--- config.mk ---
export PLATFORM = sky130hd
export DESIGN_NAME = chkn_min1min2_stream
export DESIGN_NICKNAME = d
export VERILOG_FILES = /design/src/rtl/chkn_min1min2_stream.sv
export SDC_FILE = /design/constraint.sdc
export NUM_CORES = 1
export LEC_CHECK = 0
export BUFFER_PORTS_ARGS = -buffer_cell sky130_fd_sc_hd__clkbuf_2
export CAP_MARGIN = 20
export CORE_ASPECT_RATIO = 0.5
export CORE_MARGIN = 2
export CORE_UTILIZATION = 45
export DETAILED_ROUTE_END_ITERATION = 6
export PLACE_DENSITY = 0.65
export SYNTH_ARGS = -nofsm -noshare
export SYNTH_HDL_FRONTEND = slang
export SYNTH_SLANG_ARGS = --single-unit
--- constraint.sdc ---
create_clock -name clk -period 2.4 [get_ports clk]
set_input_delay 0.48 -clock clk [delete_from_list [all_inputs] [get_ports clk]]
set_output_delay 0.48 -clock clk [all_outputs]
set_load 0.1 [all_outputs]
--- src/rtl/chkn_min1min2_stream.sv ---
// chkn_min1min2_stream: streaming check-node min1/min2/index/sign finder over LANES-wide beats.
// Define OFFSET_MINSUM_EN to subtract OFFSET (floored at 0) from min1/min2 at output load.
module chkn_min1min2_stream #(
  parameter int WIDTH_LLR = 8,
  parameter int LANES     = 16,
  parameter int MAX_DEG   = 64,
  parameter int OFFSET    = 1,
  parameter int WIDTH_IDX = $clog2(MAX_DEG)
) (
  input  logic                       clk,
  input  logic                       rst_n,
  input  logic [LANES*WIDTH_LLR-1:0] inSig,
  input  logic [LANES-1:0]           laneMaskIn,
  input  logic                       firstIn,
  input  logic                       lastIn,
  input  logic                       validIn,
  output logic                       inReady,
  output logic [WIDTH_LLR-1:0]       MinSig1,
  output logic [WIDTH_LLR-1:0]       MinSig2,
  output logic [WIDTH_IDX-1:0]       IdxMinSig1,
  output logic [MAX_DEG-1:0]         outSigSgn,
  output logic                       ValidOut,
  input  logic                       outReady,
  output logic                       errOut
);
  localparam int WM    = WIDTH_LLR - 1;
  localparam int BEATS = MAX_DEG / LANES;
  localparam int LW    = LANES > 1 ? $clog2(LANES) : 1;
  localparam int BW    = BEATS > 1 ? $clog2(BEATS) : 1;
  localparam int CW    = $clog2(BEATS + 1);
  localparam logic [WM-1:0] MAXMAG = '1;
  localparam logic [0:0] IDLE = 1'b0, ACC = 1'b1;
`ifdef OFFSET_MINSUM_EN
  localparam bit OFS_EN = 1'b1;
`else
  localparam bit OFS_EN = 1'b0;
`endif
  localparam logic [WM-1:0] OFS = OFS_EN ? WM'(OFFSET) : '0;

  function automatic logic [WM-1:0] sat_abs(input logic [WIDTH_LLR-1:0] x);
    logic [WIDTH_LLR-1:0] n;
    n = -x;
    return x[WIDTH_LLR-1] ? (n[WIDTH_LLR-1] ? MAXMAG : n[WM-1:0]) : x[WM-1:0];
  endfunction

  // Keys carry an "invalid" MSB so a masked lane loses every tie against a real 127.
  logic [WIDTH_LLR-1:0] key [LANES];
  logic [LANES-1:0]     bsgn;
  logic [WIDTH_LLR-1:0] k1, k2;
  logic [LW-1:0]        i1;

  always_comb begin
    for (int l = 0; l < LANES; l++) begin
      key[l]  = laneMaskIn[l] ? {1'b0, sat_abs(inSig[(LANES-1-l)*WIDTH_LLR +: WIDTH_LLR])} : {1'b1, MAXMAG};
      bsgn[l] = laneMaskIn[l] & inSig[(LANES-l)*WIDTH_LLR-1];
    end
  end

  always_comb begin
    k1 = '1;
    k2 = '1;
    i1 = '0;
    for (int l = 0; l < LANES; l++)
      if (key[l] < k1) begin
        k2 = k1;
        k1 = key[l];
        i1 = LW'(l);
      end else if (key[l] < k2) k2 = key[l];
  end

  logic [0:0]           state_q, state_d;
  logic [CW-1:0]        cnt_q, cnt_d, bidx;
  logic                 stall, accept, start, ovf, err_q, err_d;
  logic                 s1_v_q, s1_v_d, s1_first_q, s1_first_d, s1_last_q, s1_last_d, s1_par_q, s1_par_d;
  logic [WM-1:0]        s1_m1_q, s1_m1_d, s1_m2_q, s1_m2_d;
  logic [WIDTH_IDX-1:0] s1_idx_q, s1_idx_d;
  logic [BW-1:0]        s1_beat_q, s1_beat_d;
  logic [LANES-1:0]     s1_sgn_q, s1_sgn_d, s1_msk_q, s1_msk_d;

  always_comb begin
    stall      = s1_v_q & s1_last_q & ValidOut & ~outReady;
    accept     = validIn & ~stall;
    start      = firstIn | (state_q == IDLE);
    ovf        = ~start & (cnt_q == CW'(BEATS));
    bidx       = start ? '0 : cnt_q;
    state_d    = accept ? ((ovf | lastIn) ? IDLE : ACC) : state_q;
    cnt_d      = accept ? (ovf ? '0 : bidx + 1'b1) : cnt_q;
    err_d      = accept & ((~firstIn & (state_q == IDLE)) | (firstIn & (state_q == ACC)) | ovf);
    s1_v_d     = stall ? s1_v_q : accept & ~ovf;
    s1_first_d = stall ? s1_first_q : start;
    s1_last_d  = stall ? s1_last_q : lastIn;
    s1_par_d   = stall ? s1_par_q : ^bsgn;
    s1_m1_d    = stall ? s1_m1_q : (k1[WM] ? MAXMAG : k1[WM-1:0]);
    s1_m2_d    = stall ? s1_m2_q : (k2[WM] ? MAXMAG : k2[WM-1:0]);
    s1_idx_d   = stall ? s1_idx_q : WIDTH_IDX'(int'(bidx) * LANES + int'(i1));
    s1_beat_d  = stall ? s1_beat_q : BW'(bidx);
    s1_sgn_d   = stall ? s1_sgn_q : bsgn;
    s1_msk_d   = stall ? s1_msk_q : laneMaskIn;
  end

  logic [WM-1:0]        a1_q, a1_d, a2_q, a2_d, m1_n, m2_n, o1, o2;
  logic [WIDTH_IDX-1:0] ai_q, ai_d, i_n, idx_q, idx_d;
  logic                 ap_q, ap_d, p_n, upd, load, win, vout_q, vout_d;
  logic [MAX_DEG-1:0]   sg_q, sg_d, ev_q, ev_d, sg_n, ev_n, osg_q, osg_d;
  logic [WIDTH_LLR-1:0] min1_q, min1_d, min2_q, min2_d;

  // The accumulator wins magnitude ties, so earlier (lower-index) elements keep min1.
  always_comb begin
    upd    = s1_v_q & ~stall;
    load   = upd & s1_last_q;
    win    = s1_first_q | (s1_m1_q < a1_q);
    m1_n   = win ? s1_m1_q : a1_q;
    i_n    = win ? s1_idx_q : ai_q;
    m2_n   = s1_first_q ? s1_m2_q : win ? ((a1_q < s1_m2_q) ? a1_q : s1_m2_q) : ((a2_q < s1_m1_q) ? a2_q : s1_m1_q);
    p_n    = s1_par_q ^ (~s1_first_q & ap_q);
    sg_n   = (MAX_DEG'(s1_sgn_q) << (int'(s1_beat_q) * LANES)) | (s1_first_q ? '0 : sg_q);
    ev_n   = (MAX_DEG'(s1_msk_q) << (int'(s1_beat_q) * LANES)) | (s1_first_q ? '0 : ev_q);
    o1     = (m1_n > OFS) ? m1_n - OFS : '0;
    o2     = (m2_n > OFS) ? m2_n - OFS : '0;
    a1_d   = upd ? m1_n : a1_q;
    a2_d   = upd ? m2_n : a2_q;
    ai_d   = upd ? i_n : ai_q;
    ap_d   = upd ? p_n : ap_q;
    sg_d   = upd ? sg_n : sg_q;
    ev_d   = upd ? ev_n : ev_q;
    min1_d = load ? {1'b0, o1} : min1_q;
    min2_d = load ? {1'b0, o2} : min2_q;
    idx_d  = load ? i_n : idx_q;
    osg_d  = load ? (sg_n ^ {MAX_DEG{p_n}}) & ev_n : osg_q;
    vout_d = load | (vout_q & ~outReady);
  end

  always_ff @(posedge clk or negedge rst_n)
    if (!rst_n) begin
      state_q    <= IDLE;
      cnt_q      <= '0;
      err_q      <= 1'b0;
      s1_v_q     <= 1'b0;
      s1_first_q <= 1'b0;
      s1_last_q  <= 1'b0;
      s1_par_q   <= 1'b0;
      s1_m1_q    <= '0;
      s1_m2_q    <= '0;
      s1_idx_q   <= '0;
      s1_beat_q  <= '0;
      s1_sgn_q   <= '0;
      s1_msk_q   <= '0;
      a1_q       <= '0;
      a2_q       <= '0;
      ai_q       <= '0;
      ap_q       <= 1'b0;
      sg_q       <= '0;
      ev_q       <= '0;
      min1_q     <= '0;
      min2_q     <= '0;
      idx_q      <= '0;
      osg_q      <= '0;
      vout_q     <= 1'b0;
    end else begin
      state_q    <= state_d;
      cnt_q      <= cnt_d;
      err_q      <= err_d;
      s1_v_q     <= s1_v_d;
      s1_first_q <= s1_first_d;
      s1_last_q  <= s1_last_d;
      s1_par_q   <= s1_par_d;
      s1_m1_q    <= s1_m1_d;
      s1_m2_q    <= s1_m2_d;
      s1_idx_q   <= s1_idx_d;
      s1_beat_q  <= s1_beat_d;
      s1_sgn_q   <= s1_sgn_d;
      s1_msk_q   <= s1_msk_d;
      a1_q       <= a1_d;
      a2_q       <= a2_d;
      ai_q       <= ai_d;
      ap_q       <= ap_d;
      sg_q       <= sg_d;
      ev_q       <= ev_d;
      min1_q     <= min1_d;
      min2_q     <= min2_d;
      idx_q      <= idx_d;
      osg_q      <= osg_d;
      vout_q     <= vout_d;
    end

  assign inReady    = ~stall;
  assign MinSig1    = min1_q;
  assign MinSig2    = min2_q;
  assign IdxMinSig1 = idx_q;
  assign outSigSgn  = osg_q;
  assign ValidOut   = vout_q;
  assign errOut     = err_q;
endmodule

==> run_results.csv, run 1 <==
group,metric,value,unit
clock_tree,tritoncts,"done",
die,die_w,351,um
synthesis,synth_cell_types,113,
detailed_routing,wl_met1,44.4,mm
global_routing,overflow,0,
worst_hold_path,hold_path_class,"input port to flip-flop",
clock_tree,cts_root_buf,"clkbuf_16",
detailed_routing,wl_met3,5.24,mm
global_routing,antenna_found_initial,5,
synthesis,synth_area,27000,um2
critical_path,cp-start-kind,"input port",
cells_and_area,final_nets,5085,
global_routing,gr-usage-all-layers,30.3,%
outcome,violations,"setup timing",
die,io_pins,239,
clock_tree,clk_latency,0.58,ns
sta,min_period_over_period,1120,%
place,io_buffers,236,
outcome,outcome,"finished, violations left",
clock_tree,cts_num_sinks,295,
detailed_routing,routed_wl,100,mm
critical_path,max_stage_delay,0.53,ns
synthesis,synth_edf_count,0,
detailed_routing,drt-vias-per-instance,5.59,
place,place_hpwl,74.9,mm
place,post-place-ws,-25.60,ns
place,gp_congestion,0.967,
synthesis,ys_ff_latch,295,
die,fp.coreArea,59400,um2
critical_path,cp-end-kind,"flip-flop",
critical_path,cp_max_fo,8,
detailed_routing,detail-route-antenna-nets,0,
synthesis,synth_most_common_cell,"nand2_1",
detailed_routing,drc,0,
synthesis,syn_area_per_cell,7.76,um2
detailed_routing,num_vias,31000,
detailed_routing,routedWlPerCell,18.0,um
critical_path,r2r_setup_slack,-0.38,ns
synthesis,synth_top_area_share,27.3,%
sta,rsz0062_at_grt,"yes",
clock_tree,clk_path_buf_depth,3,
critical_path,slowest_stage,"or4_4",
die,start_util,45.6,%
sta,worst_pin_slew,0.738,ns
synthesis,async_flop_share,100,%
global_routing,grt_pass1_wl,153,mm
die,dieArea,62200,um2
critical_path,crit_arrival,27.26,ns
synthesis,synth_top_area_cell,"dfrtp_1",
synthesis,yosysSeqAreaShare,27.3,%
sta,skew,0.0234,ns
place,place_area,36600,um2
critical_path,crit_path_frequent_cell,"a21o_1",
sta,slew_headroom,50.2,%
sta,final_hold_viol_count,0,
die,die_y,177,um
cells_and_area,drive_above_1_share,39.6,%
critical_path,crit_type,"input port to flip-flop",
cells_and_area,final_area,41300,um2
detailed_routing,drt_iter0_drc,2241,
sta,period_needed,26.83,ns
die,rows,63,
detailed_routing,dr.max_layer_used,"met4",
synthesis,ys_top_cells_by_area,"dfrtp_1 (27%), ha_1 (10%), nand2_1 (8.3%)",
sta,max_freq,37.3,MHz
sta,finalSetupViolCount,58,
synthesis,synth_common_cells,"nand2_1 (597), o21ai_0 (359), a21oi_1 (295), dfrtp_1 (295), ha_1 (225)",
clock_tree,htree_levels,1,
cells_and_area,syn_to_final_growth,52.5,%
flow_run,maxCapViolCount,0,
critical_path,crit_required,2.83,ns
synthesis,syn_inst,3487,
clock_tree,path_clk_slew,0.06,ns
synthesis,synth_ff_type,"dfrtp_1",
clock_tree,numCtsBuffers,30,
detailed_routing,drt_pass1_iterations,7,
global_routing,grt_max_degree,131,
detailed_routing,wl_met2,47.5,mm
sta,setup_slack,-24.43,ns
global_routing,grt_pass1_vias,29500,
sta,slew_violations,0,
synthesis,yosys_warnings,0,
[path summary, 6_finish.rpt]
| kind | startpoint | end | cells past startpoint |
|---|---|---|---|
| max | inSig[125] | s1_m2_q[5] | 142 |
| min | lastIn | state_q | 2 |
| max reg2reg | a1_q[1] | MinSig2[3] | 14 |
| min reg2reg | ev_q[36] | ev_q[36] | 2 |
| max in group asynchronous | rst_n | outSigSgn[59] | 3 |
| min in group asynchronous | rst_n | s1_msk_q[0] | 2 |
[critical path, delay by kind of cell]
kind	cells	cell delay, ns
fa+ha+maj	15	4.05
buf+inv	14	1.83
mux	7	1.65
simple gates	33	5.74
compound gates	73	13.45
[registers in the layout, summed over array words and instances (netlist names), 3 cells and up]
signal and count:
s1_msk_q 16, ai_q 6, a2_q 7, s1_idx_q 6, ev_q 64, cnt_q 3
a1_q 7, MinSig2 7, IdxMinSig1 6, s1_m2_q 7, s1_m1_q 7, sg_q 64
s1_sgn_q 16, outSigSgn 64, MinSig1 7
[metrics by stage]
step / hold WS [ns] / instances / setup TNS, ns / util (%)
detailed placement: 0.451 / 5326 / -454.73 / 61.7
CTS: 0.108 / 5472 / -419.23 / 66.1
global route: 0.114 / 5546 / -455.02 / 69.5
finish: 0.127 / 5546 / -428.85 / 69.5
global placement: 0.451 / 5326 / -443.80 / 61.7
floorplan: 0.184 / 3488 / -442.51 / -
[final cells by class]
class	count	area [um2]
multi-input cells	2879	21000
fillers	4762	18100
repair buffers	1369	10300
flip-flops and latches	295	7390
well taps	812	1020
clock buffers	44	893
inverters	135	510
clock inverters	9	176
diodes	3	7.51
[what timing repair did]
action	CTS	global route
hold buffers	1	0
cloned	7	4
gates resized for setup	211	288
buffers inserted	88	69
pin swaps	99	160
endpoints found under the setup margin	59	58
endpoints found under the hold margin	52	0
[per-layer routing]
layer / vias to the layer above / GRT usage (%)
li1: 14900 / -
met1: 14900 / 41.6
met2: 918 / 51.2
met3: 190 / 2.52
met4: 0 / 8.55
met5: - / 0
[placed cells by master (no fill, tap or decap), types with 46 or more instances in the layout]
master and instances:
nor2_1 176, a21o_1 70, xnor2_1 99, o31ai_1 95, nand2_1 570, clkbuf_2 233
nor2b_1 159, dfrtp_1 293, xor2_1 46, ha_1 188, buf_4 1065, o21ai_0 264
a21oi_2 58, a21oi_1 229, inv_1 132, o21ai_1 63
[logic make-up (layout without fill, tap and decap cells)]
group,count (synthesis),after routing,synth area share [%]
buffers and inverters,316,1557,4.54
and+or+nand+nor,1241,1242,21.6
other,1,5,0.0139
xor gates and xnor gates,146,146,4.73
DFF,295,295,27.3
AOI/OAI and AO/OA,1153,1154,27.1
adders and majority gates,227,227,10.5
muxes,108,108,4.23
Power of run 1 is left out: the tool's default activity adds up to more than one toggle a clock period on the data nets, which glitch-free logic cannot reach.
==> run 2, diff against run 1 <==
- BUFFER_PORTS_ARGS: -buffer_cell sky130_fd_sc_hd__clkbuf_2 -> -buffer_cell sky130_fd_sc_hd__buf_2
==> run 2 against run 1 <==
  * The run ends with DRC, setup timing left
  * First-iteration DRC count rose by 4.6%
  * Cell area rose by 1.7%
  * Utilization rose by 1.2 points
  * Non-clock buffer count rose by 71
  * Die area did not move
  * Critical path type unchanged
  * Highest routed layer unchanged
==> run_results.csv, run 2 (synthesis gave the netlist of run 1 again) <==
group,metric,value,unit
sta,slew_violations,0,
place,gp_congestion,0.972,
sta,rsz0062_at_grt,"yes",
detailed_routing,detail-route-antenna-nets,0,
clock_tree,clk_latency,0.58,ns
detailed_routing,drt_pass1_iterations,7,
place,io_buffers,236,
critical_path,crit_arrival,27.42,ns
detailed_routing,routed_wl,102,mm
global_routing,grt_pass1_wl,155,mm
detailed_routing,drt-vias-per-instance,5.60,
cells_and_area,drive_above_1_share,41.3,%
die,io_pins,239,
outcome,outcome,"finished, violations left",
global_routing,grt_pass1_vias,30300,
outcome,violations,"DRC, setup timing",
die,die_w,351,um
die,start_util,45.6,%
clock_tree,htree_levels,1,
cells_and_area,mostFrequentLayoutCells,"buf_4 (1126), nand2_1 (558), dfrtp_1 (293), o21ai_0 (264), buf_2 (234)",
global_routing,overflow,0,
die,die_y,177,um
clock_tree,cts_root_buf,"clkbuf_16",
critical_path,cp-start-kind,"input port",
critical_path,cp-end-kind,"flip-flop",
sta,period_needed,26.99,ns
cells_and_area,final_common_cell,"buf_4",
cells_and_area,fillers,4546,
place,place_hpwl,74.1,mm
cells_and_area,syn_to_final_growth,55.1,%
cells_and_area,final_nets,5155,
sta,setup_slack,-24.59,ns
sta,finalSetupViolCount,56,
sta,skew,0.0188,ns
global_routing,antenna_found_initial,5,
critical_path,cp_max_fo,7,
global_routing,gr-usage-all-layers,30.5,%
detailed_routing,drt_iter0_drc,2344,
die,rows,63,
critical_path,max_stage_delay,0.52,ns
sta,worst_pin_slew,0.990,ns
clock_tree,path_clk_slew,0.07,ns
die,fp.coreArea,59400,um2
die,dieArea,62200,um2
detailed_routing,num_vias,31500,
detailed_routing,drc,8,
clock_tree,cts_num_sinks,295,
clock_tree,numCtsBuffers,30,
critical_path,slowest_stage,"or4_4",
sta,final_hold_viol_count,0,
sta,slew_headroom,33.1,%
sta,min_period_over_period,1120,%
sta,max_freq,37.1,MHz
detailed_routing,routedWlPerCell,18.1,um
worst_hold_path,hold_path_class,"input port to flip-flop",
critical_path,crit_type,"input port to flip-flop",
global_routing,grt_max_degree,87,
clock_tree,tritoncts,"done",
clock_tree,clk_path_buf_depth,3,
sta,whs,0.120,ns
critical_path,crit_path_frequent_cell,"a21o_1",
flow_run,maxCapViolCount,0,
critical_path,crit_required,2.83,ns
-- run 2: final cells by class --
cell class	instances	area (um2)	share of cell area, %
Multi-Input combinational cell	2878	21200	50.6
Timing Repair Buffer	1440	10800	25.7
Sequential cell	295	7390	17.6
Inverter	135	507	1.21
Clock inverter	8	115	0.274
Antenna cell	4	10.0	0.0239
Tap cell	812	1020	2.42
Clock buffer	47	885	2.11
-- run 2: path summary, 6_finish.rpt --
kind                               startpoint             to  slack (ns)  cells past startpoint
worst min-delay path                   lastIn        state_q        0.12                      2
worst max register to register     s1_m1_q[1]     MinSig2[3]       -0.40                     15
min in group asynchronous               rst_n    s1_sgn_q[8]        0.50                      2
worst max-delay path               inSig[125]     s1_m2_q[2]      -24.59                    142
worst min register to register  outSigSgn[27]  outSigSgn[27]        0.47                      2
max in group asynchronous               rst_n       ValidOut        1.17                      3
-- run 2: repair_timing --
action,in CTS,in global routing
hold buffers,1,0
endpoints found under the setup margin,50,59
buffers inserted,149,79
hold endpoints to repair,61,0
pin swaps,133,179
resized for setup,265,298
gates cloned,5,2
-- run 2: layer usage --
layer  track usage [%]  wire [um]  vias up
li1                  -          -    15100
met1              41.4      45100    15100
met2              51.6      48000     1006
met3              2.41       5010      245
met4              10.1       3700        0
met5                 0          0        -
-- run 2: through the flow --
| stage | instance area (um2) | TNS, ns | setup slack [ns] | util, % | instances |
|---|---|---|---|---|---|
| after floorplan | 27900 | -442.51 | -25.85 | - | 3488 |
| after global placement | 36600 | -439.23 | -24.87 | 61.7 | 5328 |
| after detailed placement | 36600 | -450.71 | -25.50 | 61.7 | 5328 |
| after CTS | 39900 | -421.04 | -24.03 | 67.2 | 5538 |
| after global routing | 42000 | -452.25 | -25.69 | 70.7 | 5618 |
| final | 42000 | -431.05 | -24.59 | 70.7 | 5619 |
-- run 2: worst max-delay path, delay by kind of cell --
kind | cells | cell delay (ns)
AOI/OAI and AO/OA | 77 | 14.32
adders and majority gates | 15 | 4.14
buffers and inverters | 15 | 2.12
muxes | 7 | 1.64
and+or+nand+nor | 28 | 4.70
Power of run 2 is left out for the same reason.
